`src/rtl/modmap_pkg.sv`:
```
// rtl/modmap_pkg.sv - shared constants, FSM state type and subcarrier-limit helper
//
// Purpose : sample format (Q4.12), constellation amplitudes, collector state
//           enum and the n_sc -> block-length mapping used by modmap_sipo_tx.
// Ports   : none (package).
// Macro   : MODMAP_SINGLE_TONE_EN makes n_sc = 2'b11 select a 1-entry block.
package modmap_pkg;
    localparam int FRAC_WIDTH = 12;
    localparam int INT_WIDTH  = 4;
    localparam int DATA_WIDTH = INT_WIDTH + FRAC_WIDTH;
    localparam int N_ENTRIES  = 12;

    typedef logic signed [DATA_WIDTH-1:0] sample_t;

    // ~1/sqrt(2) and 1.0 in Q4.12
    localparam sample_t QPSK_AMP = sample_t'(2896);
    localparam sample_t UNIT_AMP = sample_t'(1 << FRAC_WIDTH);

    typedef enum logic {
        ST_IDLE    = 1'b0,
        ST_COLLECT = 1'b1
    } state_t;

    function automatic logic [3:0] n_sc_to_limit(input logic [1:0] n_sc);
        case (n_sc)
            2'b00:   return 4'd3;
            2'b01:   return 4'd6;
`ifdef MODMAP_SINGLE_TONE_EN
            2'b11:   return 4'd1;
`endif
            default: return 4'd12;
        endcase
    endfunction
endpackage

```
`src/rtl/modmap_sipo_tx_if.sv`:
```
// rtl/modmap_sipo_tx_if.sv - bit-stream in / symbol-block out bundle
//
// Purpose : groups the frame-control, serial-bit handshake and parallel block
//           outputs of modmap_sipo_tx.
// Ports   : i_start, i_Qm[2:0], i_n_sc[1:0], i_bit, i_bit_valid (to block);
//           o_bit_ready, o_X_re[0:11], o_X_im[0:11], o_valid (from block).
// Modports: master = bit source / DFT side, slave = modmap_sipo_tx.
interface modmap_sipo_tx_if;
    import modmap_pkg::*;

    logic        i_start;
    logic [2:0]  i_Qm;
    logic [1:0]  i_n_sc;
    logic        i_bit;
    logic        i_bit_valid;
    logic        o_bit_ready;
    sample_t     o_X_re [0:N_ENTRIES-1];
    sample_t     o_X_im [0:N_ENTRIES-1];
    logic        o_valid;

    modport master (
        output i_start, i_Qm, i_n_sc, i_bit, i_bit_valid,
        input  o_bit_ready, o_X_re, o_X_im, o_valid
    );

    modport slave (
        input  i_start, i_Qm, i_n_sc, i_bit, i_bit_valid,
        output o_bit_ready, o_X_re, o_X_im, o_valid
    );
endinterface

```
`src/rtl/modmap_sym.sv`:
```
// rtl/modmap_sym.sv - combinational BPSK/QPSK constellation mapper
//
// Purpose : maps one symbol's bits to a Q4.12 (re, im) point.
// Ports   : bpsk   - 1 = BPSK (b1 only), 0 = QPSK (b0 -> I sign, b1 -> Q sign)
//           b0, b1 - symbol bits (b0 ignored for BPSK)
//           rotate - (MODMAP_SINGLE_TONE_EN only) odd-parity symbol rotation
//           re, im - mapped point
// Macro   : MODMAP_SINGLE_TONE_EN adds the pi/2-BPSK / pi/4-QPSK rotation.
module modmap_sym
    import modmap_pkg::*;
(
    input  logic    bpsk,
    input  logic    b0,
    input  logic    b1,
`ifdef MODMAP_SINGLE_TONE_EN
    input  logic    rotate,
`endif
    output sample_t re,
    output sample_t im
);
    sample_t base_re;
    sample_t base_im;

    always_comb begin
        if (bpsk) begin
            base_re = b1 ? -QPSK_AMP : QPSK_AMP;
            base_im = base_re;
        end else begin
            base_re = b0 ? -QPSK_AMP : QPSK_AMP;
            base_im = b1 ? -QPSK_AMP : QPSK_AMP;
        end
    end

`ifdef MODMAP_SINGLE_TONE_EN
    // BPSK: multiply by j. QPSK: +pi/4 moves diagonal points onto the axes,
    // equal signs land on the imaginary axis, opposite signs on the real axis.
    always_comb begin
        re = base_re;
        im = base_im;
        if (rotate) begin
            if (bpsk) begin
                re = -base_im;
                im = base_re;
            end else if (base_re == base_im) begin
                re = '0;
                im = base_re[DATA_WIDTH-1] ? -UNIT_AMP : UNIT_AMP;
            end else begin
                re = base_re[DATA_WIDTH-1] ? -UNIT_AMP : UNIT_AMP;
                im = '0;
            end
        end
    end
`else
    assign re = base_re;
    assign im = base_im;
`endif
endmodule

```
`src/rtl/modmap_sipo_tx.sv`:
```
// rtl/modmap_sipo_tx.sv - serial bits -> mapped symbols -> parallel DFT block
//
// Purpose : collects Qm-bit groups from a serial stream, maps them to
//           BPSK/QPSK points and presents a 3/6/12-entry block with a
//           one-cycle o_valid pulse for the downstream transform precoder.
// Ports   : i_clk - rising-edge clock
//           i_rst - synchronous active-high reset (priority over i_start)
//           bus   - modmap_sipo_tx_if.slave (config, bit handshake, block out)
// Macro   : MODMAP_SINGLE_TONE_EN enables n_sc = 2'b11 single-tone mode with
//           parity-based symbol rotation; otherwise 2'b11 behaves as 12.
module modmap_sipo_tx
    import modmap_pkg::*;
(
    input  logic             i_clk,
    input  logic             i_rst,
    modmap_sipo_tx_if.slave  bus
);
    state_t      state;
    logic        bpsk_q;
    logic [1:0]  n_sc_q;
    logic [3:0]  sym_idx;
    logic        half_q;     // QPSK b0 held, waiting for b1
    logic        b0_q;
    sample_t     shadow_re [0:N_ENTRIES-1];
    sample_t     shadow_im [0:N_ENTRIES-1];
    sample_t     sym_re;
    sample_t     sym_im;
    logic [3:0]  limit;
    logic        accept;
    logic        sym_done;
    logic        block_done;

    assign limit = n_sc_to_limit(n_sc_q);

    // i_start wins over a same-cycle bit: the bit belongs to the discarded frame.
    assign accept     = (state == ST_COLLECT) && bus.i_bit_valid && !bus.i_start;
    assign sym_done   = accept && (bpsk_q || half_q);
    assign block_done = sym_done && (sym_idx == limit - 4'd1);

`ifdef MODMAP_SINGLE_TONE_EN
    logic parity_q;
    logic single_tone;
    assign single_tone = (n_sc_q == 2'b11);
`endif

    modmap_sym u_sym (
        .bpsk   (bpsk_q),
        .b0     (b0_q),
        .b1     (bus.i_bit),
`ifdef MODMAP_SINGLE_TONE_EN
        .rotate (single_tone && parity_q),
`endif
        .re     (sym_re),
        .im     (sym_im)
    );

    always_ff @(posedge i_clk) begin
        if (i_rst) begin
            state           <= ST_IDLE;
            bus.o_bit_ready <= 1'b0;
            bus.o_valid     <= 1'b0;
            bpsk_q          <= 1'b0;
            n_sc_q          <= 2'b00;
            sym_idx         <= 4'd0;
            half_q          <= 1'b0;
            b0_q            <= 1'b0;
`ifdef MODMAP_SINGLE_TONE_EN
            parity_q        <= 1'b0;
`endif
            for (int i = 0; i < N_ENTRIES; i++) begin
                shadow_re[i]  <= '0;
                shadow_im[i]  <= '0;
                bus.o_X_re[i] <= '0;
                bus.o_X_im[i] <= '0;
            end
        end else begin
            bus.o_valid <= 1'b0;
            if (bus.i_start) begin
                state           <= ST_COLLECT;
                bus.o_bit_ready <= 1'b1;
                bpsk_q          <= (bus.i_Qm == 3'd1);
                n_sc_q          <= bus.i_n_sc;
                sym_idx         <= 4'd0;
                half_q          <= 1'b0;
`ifdef MODMAP_SINGLE_TONE_EN
                parity_q        <= 1'b0;
`endif
            end else if (accept) begin
                if (!sym_done) begin
                    half_q <= 1'b1;
                    b0_q   <= bus.i_bit;
                end else begin
                    half_q             <= 1'b0;
                    shadow_re[sym_idx] <= sym_re;
                    shadow_im[sym_idx] <= sym_im;
`ifdef MODMAP_SINGLE_TONE_EN
                    parity_q           <= ~parity_q;
`endif
                    if (block_done) begin
                        // The last symbol is still in flight, so it bypasses the shadow.
                        sym_idx     <= 4'd0;
                        bus.o_valid <= 1'b1;
                        for (int i = 0; i < N_ENTRIES; i++) begin
                            if (4'(i) >= limit) begin
                                bus.o_X_re[i] <= '0;
                                bus.o_X_im[i] <= '0;
                            end else if (4'(i) == sym_idx) begin
                                bus.o_X_re[i] <= sym_re;
                                bus.o_X_im[i] <= sym_im;
                            end else begin
                                bus.o_X_re[i] <= shadow_re[i];
                                bus.o_X_im[i] <= shadow_im[i];
                            end
                        end
                    end else begin
                        sym_idx <= sym_idx + 4'd1;
                    end
                end
            end
        end
    end
endmodule

```
`src/flat_wrapper.sv`:
```
// flat-port wrapper written by rule: the top's interface ports become plain ports
module modmap_sipo_tx_flat import modmap_pkg::*;
  (i_clk, i_rst, bus_i_start, bus_i_Qm, bus_i_n_sc, bus_i_bit, bus_i_bit_valid, bus_o_bit_ready, bus_o_X_re, bus_o_X_im, bus_o_valid);
  modmap_sipo_tx_if bus_i ();
  input  logic i_clk;
  input  logic i_rst;
  input wire logic [$bits(bus_i.i_start)-1:0] bus_i_start;
  input wire logic [$bits(bus_i.i_Qm)-1:0] bus_i_Qm;
  input wire logic [$bits(bus_i.i_n_sc)-1:0] bus_i_n_sc;
  input wire logic [$bits(bus_i.i_bit)-1:0] bus_i_bit;
  input wire logic [$bits(bus_i.i_bit_valid)-1:0] bus_i_bit_valid;
  output wire logic [$bits(bus_i.o_bit_ready)-1:0] bus_o_bit_ready;
  output wire logic [$bits(bus_i.o_X_re)-1:0] bus_o_X_re;
  output wire logic [$bits(bus_i.o_X_im)-1:0] bus_o_X_im;
  output wire logic [$bits(bus_i.o_valid)-1:0] bus_o_valid;
  assign bus_i.i_start = bus_i_start;
  assign bus_i.i_Qm = bus_i_Qm;
  assign bus_i.i_n_sc = bus_i_n_sc;
  assign bus_i.i_bit = bus_i_bit;
  assign bus_i.i_bit_valid = bus_i_bit_valid;
  assign bus_o_bit_ready = bus_i.o_bit_ready;
  assign bus_o_X_re = {>>{bus_i.o_X_re}};
  assign bus_o_X_im = {>>{bus_i.o_X_im}};
  assign bus_o_valid = bus_i.o_valid;
  modmap_sipo_tx u_core (.i_clk(i_clk), .i_rst(i_rst), .bus(bus_i));
endmodule
```
`config.mk`:
```
export PLATFORM = sky130hd
export DESIGN_NAME = modmap_sipo_tx_flat
export DESIGN_NICKNAME = d
export VERILOG_FILES = /design/src/rtl/modmap_pkg.sv /design/src/rtl/modmap_sipo_tx_if.sv /design/src/rtl/modmap_sym.sv /design/src/rtl/modmap_sipo_tx.sv /design/src/flat_wrapper.sv
export SDC_FILE = /design/constraint.sdc
export NUM_CORES = 1
export LEC_CHECK = 0
export ABC_AREA = 0
export BUFFER_PORTS_ARGS = -buffer_cell sky130_fd_sc_hd__buf_2
export CORE_MARGIN = 4
export CORE_UTILIZATION = 25
export DETAILED_ROUTE_END_ITERATION = 16
export HOLD_SLACK_MARGIN = 0.02
export PLACE_DENSITY = 0.53
export SLEW_MARGIN = 20
export SYNTH_ARGS = -nofsm -noshare
export SYNTH_HDL_FRONTEND = slang
export SYNTH_SLANG_ARGS = --single-unit
```
`constraint.sdc`:
```
create_clock -name i_clk -period 2.55 [get_ports i_clk]
set_input_delay 0.6375 -clock i_clk [delete_from_list [all_inputs] [get_ports i_clk]]
set_output_delay 0.6375 -clock i_clk [all_outputs]
set_load 0.01 [all_outputs]
```
==> results of run 1 <==
## sequential cells by signal, indices dropped and copies added, names as in the netlist
signal                  cells
u_core.bus.o_X_im          27
u_core.n_sc_q               2
bus_o_X_re                  6
u_core.b0_q                 1
u_core.bus.o_valid          1
u_core.bpsk_q               1
u_core.bus.o_X_re          18
u_core.shadow_re           35
u_core.shadow_im           25
bus_o_X_im                  9
u_core.sym_idx              4
u_core.half_q               1
u_core.bus.o_bit_ready      1
## layout make-up
type	instances	area share, %
inverter	24	1.08
tap	396	5.92
multi-input combinational	449	29.5
sequential	131	37.1
clock buffer	21	5.76
clock inverter	11	0.897
timing repair buffer	317	19.8
## layout by cell type (no fill, tap or decap), types with 8 or more instances in the layout
master and instances:
o22ai_1 8, o2bb2ai_1 22, o21bai_1 8, edfxtp_1 48, buf_4 16, buf_2 299, a21oi_1 48, clkbuf_16 18
inv_1 23, o21ai_0 11, nand2_1 60, nand2b_1 17, dfxtp_1 83, a22oi_1 12, conb_1 96, nor2_1 47
nand3_1 14, nor3_1 29
## per-layer routing
layer	GRT usage (%)	wire length, um	up-vias
met3	1.58	1360	13
met1	13.8	8820	2538
met5	0	0	-
li1	-	-	2629
met4	2.89	158	0
met2	16.8	9290	285
## how the worst max path moves through the flow
stage	to	slack (ps)	cells past startpoint
finish	u_core.bus.o_X_im[11]	290	8
global route	u_core.bus.o_X_re[27]	80	8
CTS	u_core.bus.o_X_im[30]	250	8
detailed placement	u_core.shadow_im[10][14]	200	5
global placement	u_core.shadow_re[9][11]	240	5
floorplan	u_core.shadow_im[5][11]	180	7
## per-stage QoR
step / setup WS (ps) / cells / total power [W]
after floorplan: 178 / 966 / 0.00253
after global placement: 238 / 1317 / 0.00248
after detailed placement: 196 / 1317 / 0.00248
after CTS: 249 / 1349 / 0.00479
after global routing: 78.1 / 1349 / 0.00491
final: 292 / 1349 / 0.00474
## worst reg2reg max path, delay by kind of cell (launching register included)
family,cells,cell delay [ps]
xor+xnor,1,150
buf+inv,1,260
flops,1,370
simple gates,3,720
compound gates,2,460
fa+ha+maj,1,230
## logic make-up after synthesis
family | synth area share [%]
buffers and inverters | 34.4
AND/OR/NAND/NOR | 12.7
AO/OA/AOI/OAI | 11.0
flip-flops | 39.1
multiplexers | 1.50
adder cells (fa/ha/maj) | 0.945
XOR/XNOR | 0.331
other | 0.0472
## report_power, final
part | total, W | leakage, nW | internal, W | switching [W]
sequential | 0.00221 | 1.15 | 0.00220 | 0.0000149
combinational | 0.000228 | 2.77 | 0.0000501 | 0.000178
clock | 0.00229 | 0.276 | 0.00135 | 0.000941
==> flow_metrics.tcl, run 1 <==
set metrics [dict create \
    placed_cell_area_mm2 0.00781 \
    final_util_pct 27.0 \
    dieArea_mm2 0.0347 \
    dr.first_iter.drc_count 276 \
    syn_to_final_growth_pct 5.37 \
    slew_viol_final 0 \
    fillers 3347 \
    cts_setup_buffers 0 \
    root_buffer "clkbuf_16" \
    powerDensity_mw_per_mm2 566 \
    timing.fmax_ghz 0.443 \
    fin_nets 956 \
    start_util_pct 25.6 \
    dr.pass1.iters 4 \
    grt_max_degree 69 \
    whs_endpoint "u_core.shadow_re[2][4]" \
    drive_gt1_share_pct 38.9 \
    fin_skew_ps 8.67 \
    antenna_found_initial 0 \
    io_pins 396 \
    crit_required_ps 2890 \
    hold_viol 0 \
    worst_pin_slew_ps 738 \
    whs_path_depth 2 \
    crit_path_start "u_core.n_sc_q[1]" \
    worstPathCellList "nand2b_1 > ha_1 > xor2_1 > a221oi_2 > and3_1 > buf_4 > nand3_2 > o2bb2ai_1" \
    multi_input_area_mm2 0.00246 \
    critPathKind "reg2reg" \
    r2r_cells 8 \
    grt_use_total_pct 10.2 \
    cp-start-kind "register" \
    numPortBuffers 299 \
    dieWidth_um 186 \
    crit_buf_inv 1 \
    timing.rr.end "u_core.bus.o_X_im[11]" \
    rows 64 \
    ant_nets 0 \
    max-slew-margin-rel_pct 50.8 \
    critPathTopFamily "simple AND/OR/NAND/NOR gates" \
    hold_ws_ps 455 \
    rsz0062_at_grt "no" \
    cap_violations 0 \
    cts_sinks 131 \
    tns_ps 0 \
    p_leak_nw 4.19 \
    numCtsBuffers 17 \
    ctsHoldBuffers 0 \
    reg2reg_slack_ps 290 \
    status "completed" \
    routabilityCongestion 0.726 \
    crit_path_top_delay_cell "dfxtp_1" \
    synth_edf_count 48 \
    critPathArrivalTime_ps 2600 \
    num_vias 5465 \
    ys_ff_latch 131 \
    core_area_mm2 0.0310 \
    crit_fanout 16 \
    post_drt_wl_per_cell_um 14.5 \
    yosys.area.top_type_share_pct 30.8 \
    wirelength_um 19600 \
    synth_warnings 0 \
    clk_path_buf_depth 2 \
    fin_crit_ps 2260 \
    final_cell_area_mm2 0.00837 \
    seqCellArea_mm2 0.00310 \
    die_y_um 186 \
    synth.most_common_cell "buf_4" \
    cts_tree "yes" \
    ys_seq_area_share_pct 39.1 \
    htree_levels 4 \
    grt_pass1_vias 4640 \
    async_reset_ff_share_pct 0 \
    synthTopCellsByCount "326 x buf_4, 83 x dfxtp_1, 60 x nand2_1" \
    avgSynthCellArea_um2 9.12 \
    n_antenna_cell 0 \
    finalSetupViolations 0 \
    worstSetupEndpointType "register" \
    reg2reg_from "u_core.n_sc_q[1]" \
    drc 0 \
    synth_flop_cell "dfxtp_1" \
    synth.area.top_cells "buf_4 31%, dfxtp_1 21%, edfxtp_1 18%, a21oi_1 3.0%, nand2_1 2.8%" \
    crit_path_max_incr_delay_ps 370 \
    vias_per_cell 4.05 \
    fin_crit_sh_pct 88.5 \
    synthCells 871 \
    cts_resized 0 \
    worstSkewPairLatency_ps 420 \
    grt_pass1_wl_um 27400 \
    min_path_type "reg2reg" \
    clk_pin_slew_ps 60 \
    dpl.hpwl_um 14700 \
    netlist_area_mm2 0.00794 \
    yosysTopAreaCell "buf_4" \
    min_from "u_core.shadow_re[2][4]" \
    synth_cell_types 47 \
    ir_drop_uv 411 \
    overflow 0 \
]
Power figures use the tool's default switching activity.
==> inputs of run 2 (changes only) <==
Settings changed: PLACE_DENSITY 0.53 to 0.45, SYNTH_HIERARCHICAL from default to 1.
==> run 2 against run 1 <==
Net effect:
- non-clock buffer count is 243 higher
- die area grew to 3.9 times the previous value
- register-to-register slack got worse by 220 ps
- design area increased to 4.9 times the previous value
- utilization increased by 4.4 points
- total power rose to 5.9 times the previous value
- maximum frequency shrank 9.0%
- first-iteration DRC count rose to 4.4 times the previous value
- critical endpoint is now u_core/bus.o_X_re[176]
- largest power group is now sequential cells
==> flow_metrics.tcl, run 2 <==
set metrics [dict create \
    synth.area.top_cells "edfxtp_1 35%, dfxtp_1 24%, mux2_2 8.8%, and2_1 6.7%, a21oi_1 4.5%" \
    dieWidth_um 370 \
    ys_ff_latch 779 \
    crit_path_frequent_cell "buf_12" \
    netlist_area_mm2 0.0328 \
    yosysTopAreaCell "edfxtp_1" \
    hold_ws_ps 229 \
    slew_viol_final 0 \
    critPathKind "reg2reg" \
    synth.most_common_cell "dfxtp_1" \
    grt_use_total_pct 15.0 \
    clk_pin_slew_ps 60 \
    ant_nets 0 \
    numPortBuffers 395 \
    top_usage_layer "met2" \
    overflow 0 \
    cp-start-kind "register" \
    dr.pass1.iters 5 \
    crit_fanout 48 \
    numCtsBuffers 94 \
    synthCells 3041 \
    ys_seq_area_share_pct 59.3 \
    wirelength_um 105000 \
    start_util_pct 25.2 \
    timing.fmax_ghz 0.403 \
    p_leak_nw 15.6 \
    clk_path_buf_depth 3 \
    cts_sinks 779 \
    min_from "bus_i_Qm[0]" \
    mostFrequentLayoutCell "dfxtp_1" \
    whs_endpoint "u_core/bpsk_q" \
    dr.first_iter.drc_count 1220 \
    powerDensity_mw_per_mm2 684 \
    crit_required_ps 3120 \
    grt_util_met2_pct 24.8 \
    num_vias 23300 \
    rows 132 \
    ir_drop_uv 499 \
    core_area_mm2 0.130 \
    synthTopCellsByCount "395 x dfxtp_1, 384 x edfxtp_1, 353 x and2_1" \
    async_reset_ff_share_pct 0 \
    final_cell_area_mm2 0.0408 \
    vias_per_cell 4.49 \
    placed_cell_area_mm2 0.0376 \
    finalPower_w 0.0279 \
    dieArea_mm2 0.137 \
    final_cell_mix "395 x dfxtp_1, 393 x buf_2, 384 x edfxtp_1, 352 x and2_1, 294 x nand2_1" \
    grtUsageMet3_pct 2.63 \
    synth_edf_count 384 \
    antenna_found_initial 6 \
    tns_ps 0 \
    syn_to_final_growth_pct 24.5 \
    io_pins 396 \
    timing.rr.end "u_core/bus.o_X_re[176]" \
    critPathArrivalTime_ps 3050 \
    status "completed" \
    crit_path_top_delay_cell "or4_4" \
    reg2reg_from "u_core/n_sc_q[1]" \
    drive_gt1_share_pct 29.1 \
    min_path_type "in2reg" \
    r2r_cells 8 \
    synth_cell_types 38 \
    grt_max_degree 113 \
    routabilityCongestion 0.742 \
    cts_tree "yes" \
    final_util_pct 31.4 \
    grt_pass1_wl_um 156000 \
    yosys.area.top_type_share_pct 35.2 \
    die_y_um 370 \
    post_drt_wl_per_cell_um 20.3 \
    worstSkewPairLatency_ps 700 \
    avgSynthCellArea_um2 10.8 \
    root_buffer "clkbuf_16" \
    max-slew-margin-rel_pct 34.4 \
    fin_crit_ps 2480 \
    worst_pin_slew_ps 984 \
    fin_crit_sh_pct 97.3 \
    worstSetupEndpointType "register" \
    finalSetupViolations 0 \
    fin_nets 3383 \
    grt_util_met1_pct 20.2 \
    cap_violations 0 \
    fin_skew_ps 37.7 \
    worstPathCellList "or2_4 > ha_1 > xor2_1 > or4_4 > buf_12 > buf_12 > a211oi_2 > nor3_1" \
    reg2reg_slack_ps 70 \
    synth_flop_cell "dfxtp_1" \
    synth_warnings 6 \
    crit_path_max_incr_delay_ps 500 \
    whs_path_depth 3 \
    rsz0062_at_grt "yes" \
    dpl.hpwl_um 67500 \
    hold_viol 0 \
    drc 0 \
    grt_pass1_vias 23300 \
    htree_levels 3 \
]
==> run 2: changes by cell type in the layout (fill, tap and decap cells not counted), sizes merged, moves of 241 or more <==
cell    delta
a21oi    +244
and2     +346
buf      +243
dfxtp    +312
edfxtp   +336
mux2     +250
nand2    +241
nand3    +248
==> run 2: final cells by class <==
class / count / area, um^2
well taps: 1742 / 2180
repair buffers: 560 / 4020
inverters: 3 / 11.3
diodes: 3 / 7.51
multi-input cells: 1929 / 12000
fillers: 13500 / 89000
clock inverters: 33 / 272
clock buffers: 144 / 2830
flip-flops and latches: 779 / 19400
==> run 2: critical path: cells and delay by family, from the launching register on <==
kind / cells / cell delay (ps)
compound gates: 1 / 250
xor+xnor: 1 / 170
fa+ha+maj: 1 / 210
simple gates: 3 / 850
buf+inv: 2 / 450
flops: 1 / 360
==> run 2: stage by stage <==
step	worst slack, ps	cells
floorplan	3.30	3049
global placement	-91.1	5013
detailed placement	-167	5013
CTS	68.3	5190
global route	-3.87	5190
finish	67.9	5193
==> run 2: worst max-delay path by stage <==
stage / start / to / slack (ps) / cells past startpoint
finish: u_core/n_sc_q[1] / u_core/bus.o_X_re[176] / 70 / 8
CTS: u_core/n_sc_q[1] / u_core/bus.o_X_re[176] / 70 / 8
floorplan: u_core/n_sc_q[1] / u_core/bus.o_X_im[46] / 3 / 12
global placement: bus_i_start / u_core/bus.o_X_re[54] / -90 / 8
detailed placement: bus_i_start / u_core/bus.o_X_im[19] / -170 / 10
global route: u_core/n_sc_q[1] / u_core/bus.o_X_im[164] / -4 / 8
==> run 2: what timing repair did <==
action | CTS | global route
hold buffers | 0 | 0
resized for setup | 1 | 7
endpoints found under the setup margin | 2 | 62
buffers inserted | 0 | 0
==> run 2: power by group <==
group | leakage (nW) | internal (W) | switching [W] | total [W]
clock network | 1.52 | 0.00794 | 0.00549 | 0.0134
logic | 7.08 | 0.000326 | 0.000736 | 0.00106
registers | 7.01 | 0.0134 | 0.0000633 | 0.0134
total | 15.6 | 0.0216 | 0.00629 | 0.0279
==> run 2: routing by layer <==
metal / routed length, um / vias to the layer above
li1: - / 11300
met1: 48400 / 11400
met2: 50000 / 469
met3: 4780 / 119
met4: 2210 / 4
met5: 34 / -
==> run 2: cell families after synthesis <==
family                     after synthesis  share of synthesized area (%)
and+or+nand+nor                       1223                           18.9
DFF                                    779                           59.3
AOI/OAI and AO/OA                      394                           6.80
buffers and inverters                  341                           4.69
muxes                                  293                           9.94
adders and majority gates                6                          0.229
xor gates and xnor gates                 3                         0.0802
other                                    2                         0.0229
==> inputs of run 3 (changes only) <==
Settings changed: PLACE_DENSITY 0.45 to 0.4.
==> run 3 against run 2 <==
Net effect:
- non-clock buffer count unchanged
- sequential power about the same
- clock power increased by 3%
- combinational power about the same
- global-route usage increased by 0.18 points
- total power increased by 1.3%
- setup slack improved by 2.4 ps
- maximum frequency about the same
- wire length increased by 1.6%
- critical path type unchanged
- clock-buffer cell count increased by 2
- clock skew decreased by 4.4 ps
- worst hold slack improved by 19 ps
==> flow_metrics.tcl, run 3 (synthesized netlist as in run 2, its figures left out) <==
set metrics [dict create \
    whs_path_depth 3 \
    final_cell_area_mm2 0.0410 \
    cp-start-kind "register" \
    cap_violations 0 \
    dr.pass1.iters 5 \
    tns_ps 0 \
    htree_levels 3 \
    timing.rr.end "u_core/bus.o_X_im[159]" \
    dieArea_mm2 0.137 \
    grt_util_met2_pct 24.9 \
    fin_nets 3385 \
    numPortBuffers 395 \
    crit_required_ps 3110 \
    dr.first_iter.drc_count 1534 \
    drc 0 \
    max-slew-margin-rel_pct 41.6 \
    grtUsageMet3_pct 3.28 \
    syn_to_final_growth_pct 25.1 \
    num_vias 23200 \
    rsz0062_at_grt "yes" \
    min_path_type "in2reg" \
    grt_util_met1_pct 20.4 \
    grt_pass1_vias 23100 \
    r2r_cells 8 \
    slew_viol_final 0 \
    start_util_pct 25.2 \
    final_cell_mix "395 x dfxtp_1, 393 x buf_2, 384 x edfxtp_1, 352 x and2_1, 294 x nand2_1" \
    crit_path_max_incr_delay_ps 500 \
    fin_crit_ps 2480 \
    clk_pin_slew_ps 60 \
    top_usage_layer "met2" \
    finalSetupViolations 0 \
    fin_skew_ps 33.3 \
    post_drt_wl_per_cell_um 20.6 \
    cts_tree "yes" \
    cts_sinks 779 \
    ctsHoldBuffers 0 \
    ant_nets 0 \
    core_area_mm2 0.130 \
    hold_viol 0 \
    io_pins 396 \
    placed_cell_area_mm2 0.0377 \
    overflow 0 \
    grt_use_total_pct 15.2 \
    crit_path_top_delay_cell "or4_4" \
    vias_per_cell 4.46 \
    worst_pin_slew_ps 876 \
    drive_gt1_share_pct 29.7 \
    numCtsBuffers 96 \
    mostFrequentLayoutCell "dfxtp_1" \
    fin_crit_sh_pct 97.2 \
    root_buffer "clkbuf_16" \
    clk_path_buf_depth 3 \
    critPathArrivalTime_ps 3040 \
    crit_fanout 41 \
    place_worst_setup_slack_ps -166 \
    antenna_found_initial 4 \
    die_y_um 370 \
    routabilityCongestion 0.719 \
    status "completed" \
    wirelength_um 107000 \
    ir_drop_uv 419 \
    finalPower_w 0.0283 \
    worstSetupEndpointType "register" \
    grt_pass1_wl_um 157000 \
    dpl.hpwl_um 68200 \
    p_leak_nw 15.7 \
    critPathKind "reg2reg" \
    min_from "bus_i_n_sc[1]" \
    timing.final.ws_setup_ps 70.3 \
    worstSkewPairLatency_ps 710 \
    worstPathCellList "or2_4 > ha_1 > xor2_1 > or4_4 > buf_4 > clkbuf_16 > a211oi_1 > nor3_1" \
    grt_max_degree 143 \
    rows 132 \
    reg2reg_slack_ps 70 \
    whs_endpoint "u_core/n_sc_q[1]" \
    reg2reg_from "u_core/n_sc_q[1]" \
    dieWidth_um 370 \
    fillers 13400 \
    timing.fmax_ghz 0.403 \
    powerDensity_mw_per_mm2 690 \
]
-- run 3: how the worst max path moves through the flow --
| stage | start | endpoint | cells after the start |
|---|---|---|---|
| final | u_core/n_sc_q[1] | u_core/bus.o_X_im[159] | 8 |
| after global routing | u_core/n_sc_q[1] | u_core/bus.o_X_im[84] | 7 |
| after CTS | u_core/n_sc_q[1] | u_core/bus.o_X_im[172] | 8 |
| after detailed placement | bus_i_start | u_core/bus.o_X_im[155] | 10 |
| after global placement | bus_i_start | u_core/bus.o_X_im[163] | 7 |
| after floorplan | u_core/n_sc_q[1] | u_core/bus.o_X_im[46] | 12 |
-- run 3: power breakdown --
group | internal (W) | total (W) | switching (W) | leakage (nW)
Sequential | 0.0134 | 0.0134 | 0.0000624 | 7.01
Clock | 0.00816 | 0.0138 | 0.00564 | 1.60
Combinational | 0.000321 | 0.00106 | 0.000737 | 7.12
-- run 3: worst max-delay path, delay by kind of cell, from the launching register on --
family,cells,cell delay (ps)
XOR/XNOR,1,160
flip-flops,1,360
AND/OR/NAND/NOR,3,840
adder cells (fa/ha/maj),1,210
AO/OA/AOI/OAI,1,300
buffers and inverters,2,430
-- run 3: area by class of cell --
type	count	area, um^2	share of cell area, %
well taps	1742	2180	5.32
clock inverters	36	303	0.739
clock buffers	146	2930	7.16
flip-flops and latches	779	19400	47.4
inverters	3	12.5	0.0305
multi-input cells	1929	12000	29.4
diodes	2	5.00	0.0122
repair buffers	560	4070	9.93
-- run 3: per-stage QoR --
stage	utilization, %	cells	hold slack [ps]
after floorplan	-	3049	448
after global placement	29.0	5011	438
after detailed placement	29.0	5011	441
after CTS	31.5	5193	154
after global routing	31.6	5195	214
final	31.6	5197	248
-- run 3: per-layer routing --
layer	up-vias	wire, um
met1	11400	48700
met5	-	13
met4	2	1700
met3	102	5620
li1	11300	-
met2	434	51100
-- run 3: what timing repair did --
action,CTS,global route
gates resized for setup,1,7
setup endpoints to repair,21,7
gates cloned,0,1
setup buffers,0,1
pin swaps,0,1
